$ cat config.mk
export PLATFORM = sky130hd
export DESIGN_NAME = register_file
export DESIGN_NICKNAME = d
export VERILOG_FILES = /design/src/rtl/register_file.sv
export SDC_FILE = /design/constraint.sdc
export NUM_CORES = 1
export LEC_CHECK = 0
export BUFFER_PORTS_ARGS = -buffer_cell sky130_fd_sc_hd__buf_2
export CAP_MARGIN = 20
export CORE_ASPECT_RATIO = 0.7
export CORE_MARGIN = 5
export CORE_UTILIZATION = 40
export CTS_BUF_LIST = sky130_fd_sc_hd__clkbuf_4 sky130_fd_sc_hd__clkbuf_8 sky130_fd_sc_hd__clkbuf_16
export CTS_CLUSTER_SIZE = 20
export DETAILED_ROUTE_END_ITERATION = 10
export SLEW_MARGIN = 20
export SYNTH_ARGS = -nofsm -noshare
export SYNTH_HDL_FRONTEND = slang
export SYNTH_SLANG_ARGS = --single-unit
$ cat constraint.sdc
create_clock -name clock -period 8.4 [get_ports clock]
set_input_delay 0 -clock clock [delete_from_list [all_inputs] [get_ports clock]]
set_output_delay 0 -clock clock [all_outputs]
set_load 0.02 [all_outputs]
$ cat src/rtl/register_file.sv
// Eight-entry register file (R1-R4, S1-S4) with per-register operations and two
// combinational read ports. Define REGISTER_FILE_BYPASS_EN to forward same-cycle writes.
module register_file #(
  parameter int WIDTH = 32
) (
  input  logic             clock,
  input  logic             reset,
  input  logic [WIDTH-1:0] I,
  input  logic [2:0]       FunSel,
  input  logic [3:0]       RegSel,
  input  logic [3:0]       ScrSel,
  input  logic [2:0]       OutASel,
  input  logic [2:0]       OutBSel,
  output logic [WIDTH-1:0] OutA,
  output logic [WIDTH-1:0] OutB
);

  localparam logic [WIDTH-1:0] ONE = {{(WIDTH-1){1'b0}}, 1'b1};

  // Entries 0-3 hold R1-R4, entries 4-7 hold S1-S4, matching the read-select encoding.
  logic [WIDTH-1:0] regs_reg  [8];
  logic [WIDTH-1:0] regs_next [8];
  logic [WIDTH-1:0] op_val    [8];
  logic [7:0]       en;

  // WIDTH must be at least 16 so the halfword load has room.
  function automatic logic [WIDTH-1:0] apply_op(
    input logic [2:0]       fs,
    input logic [WIDTH-1:0] old_val,
    input logic [WIDTH-1:0] din
  );
    logic [WIDTH-1:0] res;
    case (fs)
      3'b000:  res = old_val - ONE;
      3'b001:  res = old_val + ONE;
      3'b010:  res = din;
      3'b011:  res = '0;
      3'b100:  res = {{(WIDTH-8){1'b0}}, din[7:0]};
      3'b101:  res = {{(WIDTH-16){1'b0}}, din[15:0]};
      3'b110:  res = {old_val[WIDTH-1:8], din[7:0]};
      default: res = {{(WIDTH-8){din[7]}}, din[7:0]};
    endcase
    return res;
  endfunction

  generate
    for (genvar gi = 0; gi < 8; gi++) begin : g_reg
      // Select bit 3 maps to the lowest-numbered register of each bank.
      if (gi < 4) begin : g_gen
        assign en[gi] = RegSel[3-gi];
      end else begin : g_scr
        assign en[gi] = ScrSel[7-gi];
      end
      assign op_val[gi]    = apply_op(FunSel, regs_reg[gi], I);
      assign regs_next[gi] = en[gi] ? op_val[gi] : regs_reg[gi];
    end
  endgenerate

  always_ff @(posedge clock) begin
    for (int k = 0; k < 8; k++) begin
      if (reset) begin
        regs_reg[k] <= '0;
      end else begin
        regs_reg[k] <= regs_next[k];
      end
    end
  end

`ifdef REGISTER_FILE_BYPASS_EN
  // Forward the value about to be written so readers see it without waiting an edge.
  assign OutA = (en[OutASel] && !reset) ? op_val[OutASel] : regs_reg[OutASel];
  assign OutB = (en[OutBSel] && !reset) ? op_val[OutBSel] : regs_reg[OutBSel];
`else
  assign OutA = regs_reg[OutASel];
  assign OutB = regs_reg[OutBSel];
`endif

endmodule
== Word-level counts from Yosys, hierarchy flattened ==
Memories as Yosys holds them, arrays and structs flattened.
Index checks and enable logic that the tools add are counted.

* Flip-flop bits (word level): 0
* Memory bits (writable): 256
* Input bits: 51
* Output and inout bits: 64
* Memories kept: 1

{| class="wikitable"
|+ Memory list
! memory !! depth !! bits a word !! rd ports !! clocked after Yosys merged registers in !! write ports !! RTL line !! text
|-
| regs_reg || 8 || 32 || 10 || 0 || 8 || 21 || <nowiki>logic [WIDTH-1:0] regs_reg [8];</nowiki>
|}

* $add $sub $neg: 16
* Eq/ne operators: 6
* Multiplexer cells: 27
* Bitwise logic cells: 8
* Reduce and logical (&&, ||, !) cells: 1

{| class="wikitable"
|+ Operators by type and width
! cell !! count
|-
| 32-bit case mux with 7 select lines || 8
|-
| 32-bit 2-to-1 mux || 16
|-
| 32-bit by 1-bit adder with 32-bit output (second input constant) || 8
|-
| 32-bit by 1-bit subtractor with 32-bit output (second input constant) || 8
|-
| 3-bit == test (second input constant) || 3
|-
| 1-bit OR || 8
|-
| 3-bit by 2-bit == test with 1-bit output (second input constant) || 2
|-
| 3-bit by 1-bit == test with 1-bit output (second input constant) || 1
|-
| 3-bit logical NOT || 1
|-
| 1-bit 2-to-1 mux || 3
|}

== Longest topological paths before layout ==
* Depth in word-level cells: 4
* Gate-level depth with buffers: 15

== Worst setup path after synthesis ==
No wires, ideal clock.

* Kind: in2reg
* Start point: input port FunSel[1]
* End point: memory regs_reg[2][26]
* Data arrival time: 9104 ps
* Required time: 8309 ps
* Path slack: -795 ps
* Cell stages on the path: 13
* Path buffers: 1
* Cells stage by stage: clkbuf_1 nor2_1 nand2_1 fa_1 a21o_1 a221oi_2 o311ai_1 a21oi_1 o21ai_1 a2111oi_2 o21bai_1 xnor2_1 a311oi_1

{| class="wikitable"
|+ RTL lines
! element !! RTL line !! text
|-
| from (decl) || 9 || <nowiki>input logic [2:0] FunSel,</nowiki>
|-
| to (decl) || 21 ||
|}

==> flow_summary.yaml <==
synthesis:
  synth_top_area_share_pct: 18.9
  syn_avg_cell_area_um2: 8.27
  synth-edff-count: 0
  async_flop_share_pct: 0
  synthDistinctLibCells: 90
  synth_cells: 3279
  synth.area.top_cells: "dfxtp_1 (19%), ha_1 (13%), mux4_2 (10%)"
  ys_ff_latch: 256
  synth.largest_area_cell: "dfxtp_1"
  ys_seq_area_share_pct: 18.9
  syn_nets: 3614
  netlist_area_um2: 27100
  synthFlopType: "dfxtp_1"
  ys_warn_count: 0
global_route:
  grt_pass1_wl_mm: 149
  first_global_vias: 24000
  grt_start_max_net_pins: 125
  grt-ovfl-total: 0
  antenna_found_initial: 2
  grt_usage_pct: 25.7
sta:
  finalMaxSlewViolations: 0
  rsz0062_at_grt: "no"
  finClkSkew_ns: 0.0225
  max_freq_mhz: 212
  timing.final.crit_share_pct: 56.2
  setup_viol: 0
  tns_ns: 0
  finalCriticalPeriod_ns: 4.72
  hold_viol: 0
  worstMarginPinSlew_ns: 1.15
  max_slew_margin_pct: 23.6
power:
  power_uw: 5710
  irDropWorstVdd_v: 0.000120
  p_leak_uw: 0.0126
  power_density_nw_per_um2: 191
critical_path:
  start_kind: "input port"
  crit_chain: "buf_2, nor2_4, nand2_8, buf_4, buf_4, ha_1, a21oi_1, o21ai_0, a31oi_1, o31ai_4, a221oi_1, o21ai_0, mux2i_1, o21ai_0, a311oi_1"
  cp_data_arrival_time_ns: 5.17
  crit_path_max_incr_delay_ns: 0.65
  critPathLaunch: "FunSel[2]"
  crit_fanout: 124
  r2r-start: "regs_reg[5][0]"
  r2r_cells: 12
  crit_path_end_kind: "flop"
  required_ns: 8.86
  r2r_end: "regs_reg[5][30]"
  crit_path_top_delay_cell: "nand2_8"
  rrSetupSlack_ns: 4.85
  critical_path_class: "in -> reg"
  crit_end: "regs_reg[1][24]"
  cpMostUsedCell: "o21ai_0"
hold_path:
  hold_path.class: "in -> reg"
route:
  wire_per_inst_um: 23.6
  dr.pass1.iters: 5
  vias_per_cell: 6.34
  routed-via-count: 26600
  drcViolationCount: 0
  drt-total-wl_mm: 99.4
  antenna_left: 0
  drt_iter0_drc: 2963
clock_network:
  cts_buffer_depth: 3
  cts_sinks: 256
  tritoncts: "yes"
  cts_setup_buffers: 0
  clk_pin_slew_worst_paths_ns: 0.06
  root_buffer: "clkbuf_16"
  cts_buffers: 34
  clkLatencyLatePin_ns: 0.56
  cts.htree.levels: 2
die:
  rows: 79
  die_w_um: 321
  pin_count: 115
  dieArea_um2: 73200
  core-area_um2: 66800
  start_util_pct: 40.6
  die_y_um: 228
placed_design:
  port_buffers: 114
  gp_congestion: 0.966
  hpwlAfterDp_mm: 74.9
layout:
  drive_gt1_share_pct: 13.8
  final_net_count: 3619
  regArea_um2: 5120
  multi_input_area_um2: 21200
  final_cell_mix: "nor2_1 (347), a21oi_1 (305), nand2_1 (299)"
  largest_register_ff_count: 256
  area_growth_pct: 10.1
  n_fill_cell: 6665
  final_common_cell: "nor2_1"
status:
  status: "complete, no violations"
flow_run:
  drv_cap: 0
-- routing by layer --
layer	GRT usage (%)	routed length, µm
met3	7.08	11900
met1	39.7	46100
met4	6.80	2810
met5	0	0
met2	34.9	38500
-- metrics by stage --
stage	hold slack [ns]	cells	util, %	worst slack (ns)	area (µm²)
6_report	0.0637	4203	44.7	3.68	29900
4_1_cts	0.00782	4200	44.7	3.84	29800
2_1_floorplan	0.152	3279	-	2.02	27100
5_1_grt	0.0746	4201	44.7	3.41	29900
3_3_place_gp	0.308	4113	42.4	3.31	28400
3_5_place_dp	0.313	4113	42.4	3.26	28400
-- cell usage after synthesis, types with 15 or more instances --
cell type	instances
ha_1	276
a311oi_1	143
a211oi_1	82
nand2b_1	26
and3_1	36
nand3_1	66
and2_1	27
mux4_2	126
dfxtp_1	256
nor3_1	55
xnor2_1	114
nand2_1	300
nand4_1	30
o21a_1	23
o21ai_0	144
clkbuf_1	183
xor2_1	83
o22ai_1	27
nor2_1	349
o21bai_1	27
inv_1	40
nor2b_1	36
mux2_2	67
a31oi_1	45
buf_1	16
mux2i_1	15
a21oi_1	307
a21o_1	142
or3_1	25
-- critical path: cells and delay by family --
family | cells | cell delay (ns)
AOI/OAI and AO/OA | 8 | 2.15
adders and majority gates | 1 | 0.42
buffers and inverters | 3 | 1.50
muxes | 1 | 0.20
and+or+nand+nor | 2 | 0.75
-- power breakdown --
| part | internal (µW) | switching, µW |
|---|---|---|
| Combinational | 1110 | 1480 |
| Clock | 988 | 626 |
| Sequential | 1330 | 175 |
| Total | 3420 | 2280 |
-- worst min path at each step --
stage | from | slack (ns) | end | cells past startpoint
floorplan | I[15] | 0.15 | regs_reg[6][15] | 2
global placement | I[24] | 0.31 | regs_reg[0][24] | 3
detailed placement | I[24] | 0.31 | regs_reg[0][24] | 3
CTS | I[31] | 0.008 | regs_reg[7][31] | 5
global route | I[0] | 0.07 | regs_reg[4][0] | 4
finish | I[26] | 0.06 | regs_reg[7][26] | 4
-- cell type report --
| cell class | count | area share [%] |
|---|---|---|
| diodes | 2 | 0.0168 |
| clock buffers | 55 | 3.80 |
| clock inverters | 7 | 0.297 |
| inverters | 40 | 0.503 |
| multi-input cells | 2780 | 70.8 |
| flip-flops and latches | 256 | 17.2 |
| well taps | 891 | 3.73 |
| repair buffers | 172 | 3.64 |
-- cell families after synthesis --
| kind of cell | count (synthesis) | share of synthesized area [%] |
|---|---|---|
| compound gates | 1089 | 27.2 |
| simple gates | 1000 | 16.8 |
| fa+ha+maj | 284 | 13.3 |
| flops | 256 | 18.9 |
| buf+inv | 243 | 3.38 |
| mux | 210 | 14.0 |
| xor+xnor | 197 | 6.36 |
-- what timing repair did --
action | CTS | global route
resized for setup | 0 | 0
endpoints found under the setup margin | 0 | 0
hold buffers | 25 | 0
hold endpoints to repair | 103 | 0
(Power assumes the default switching activity.)
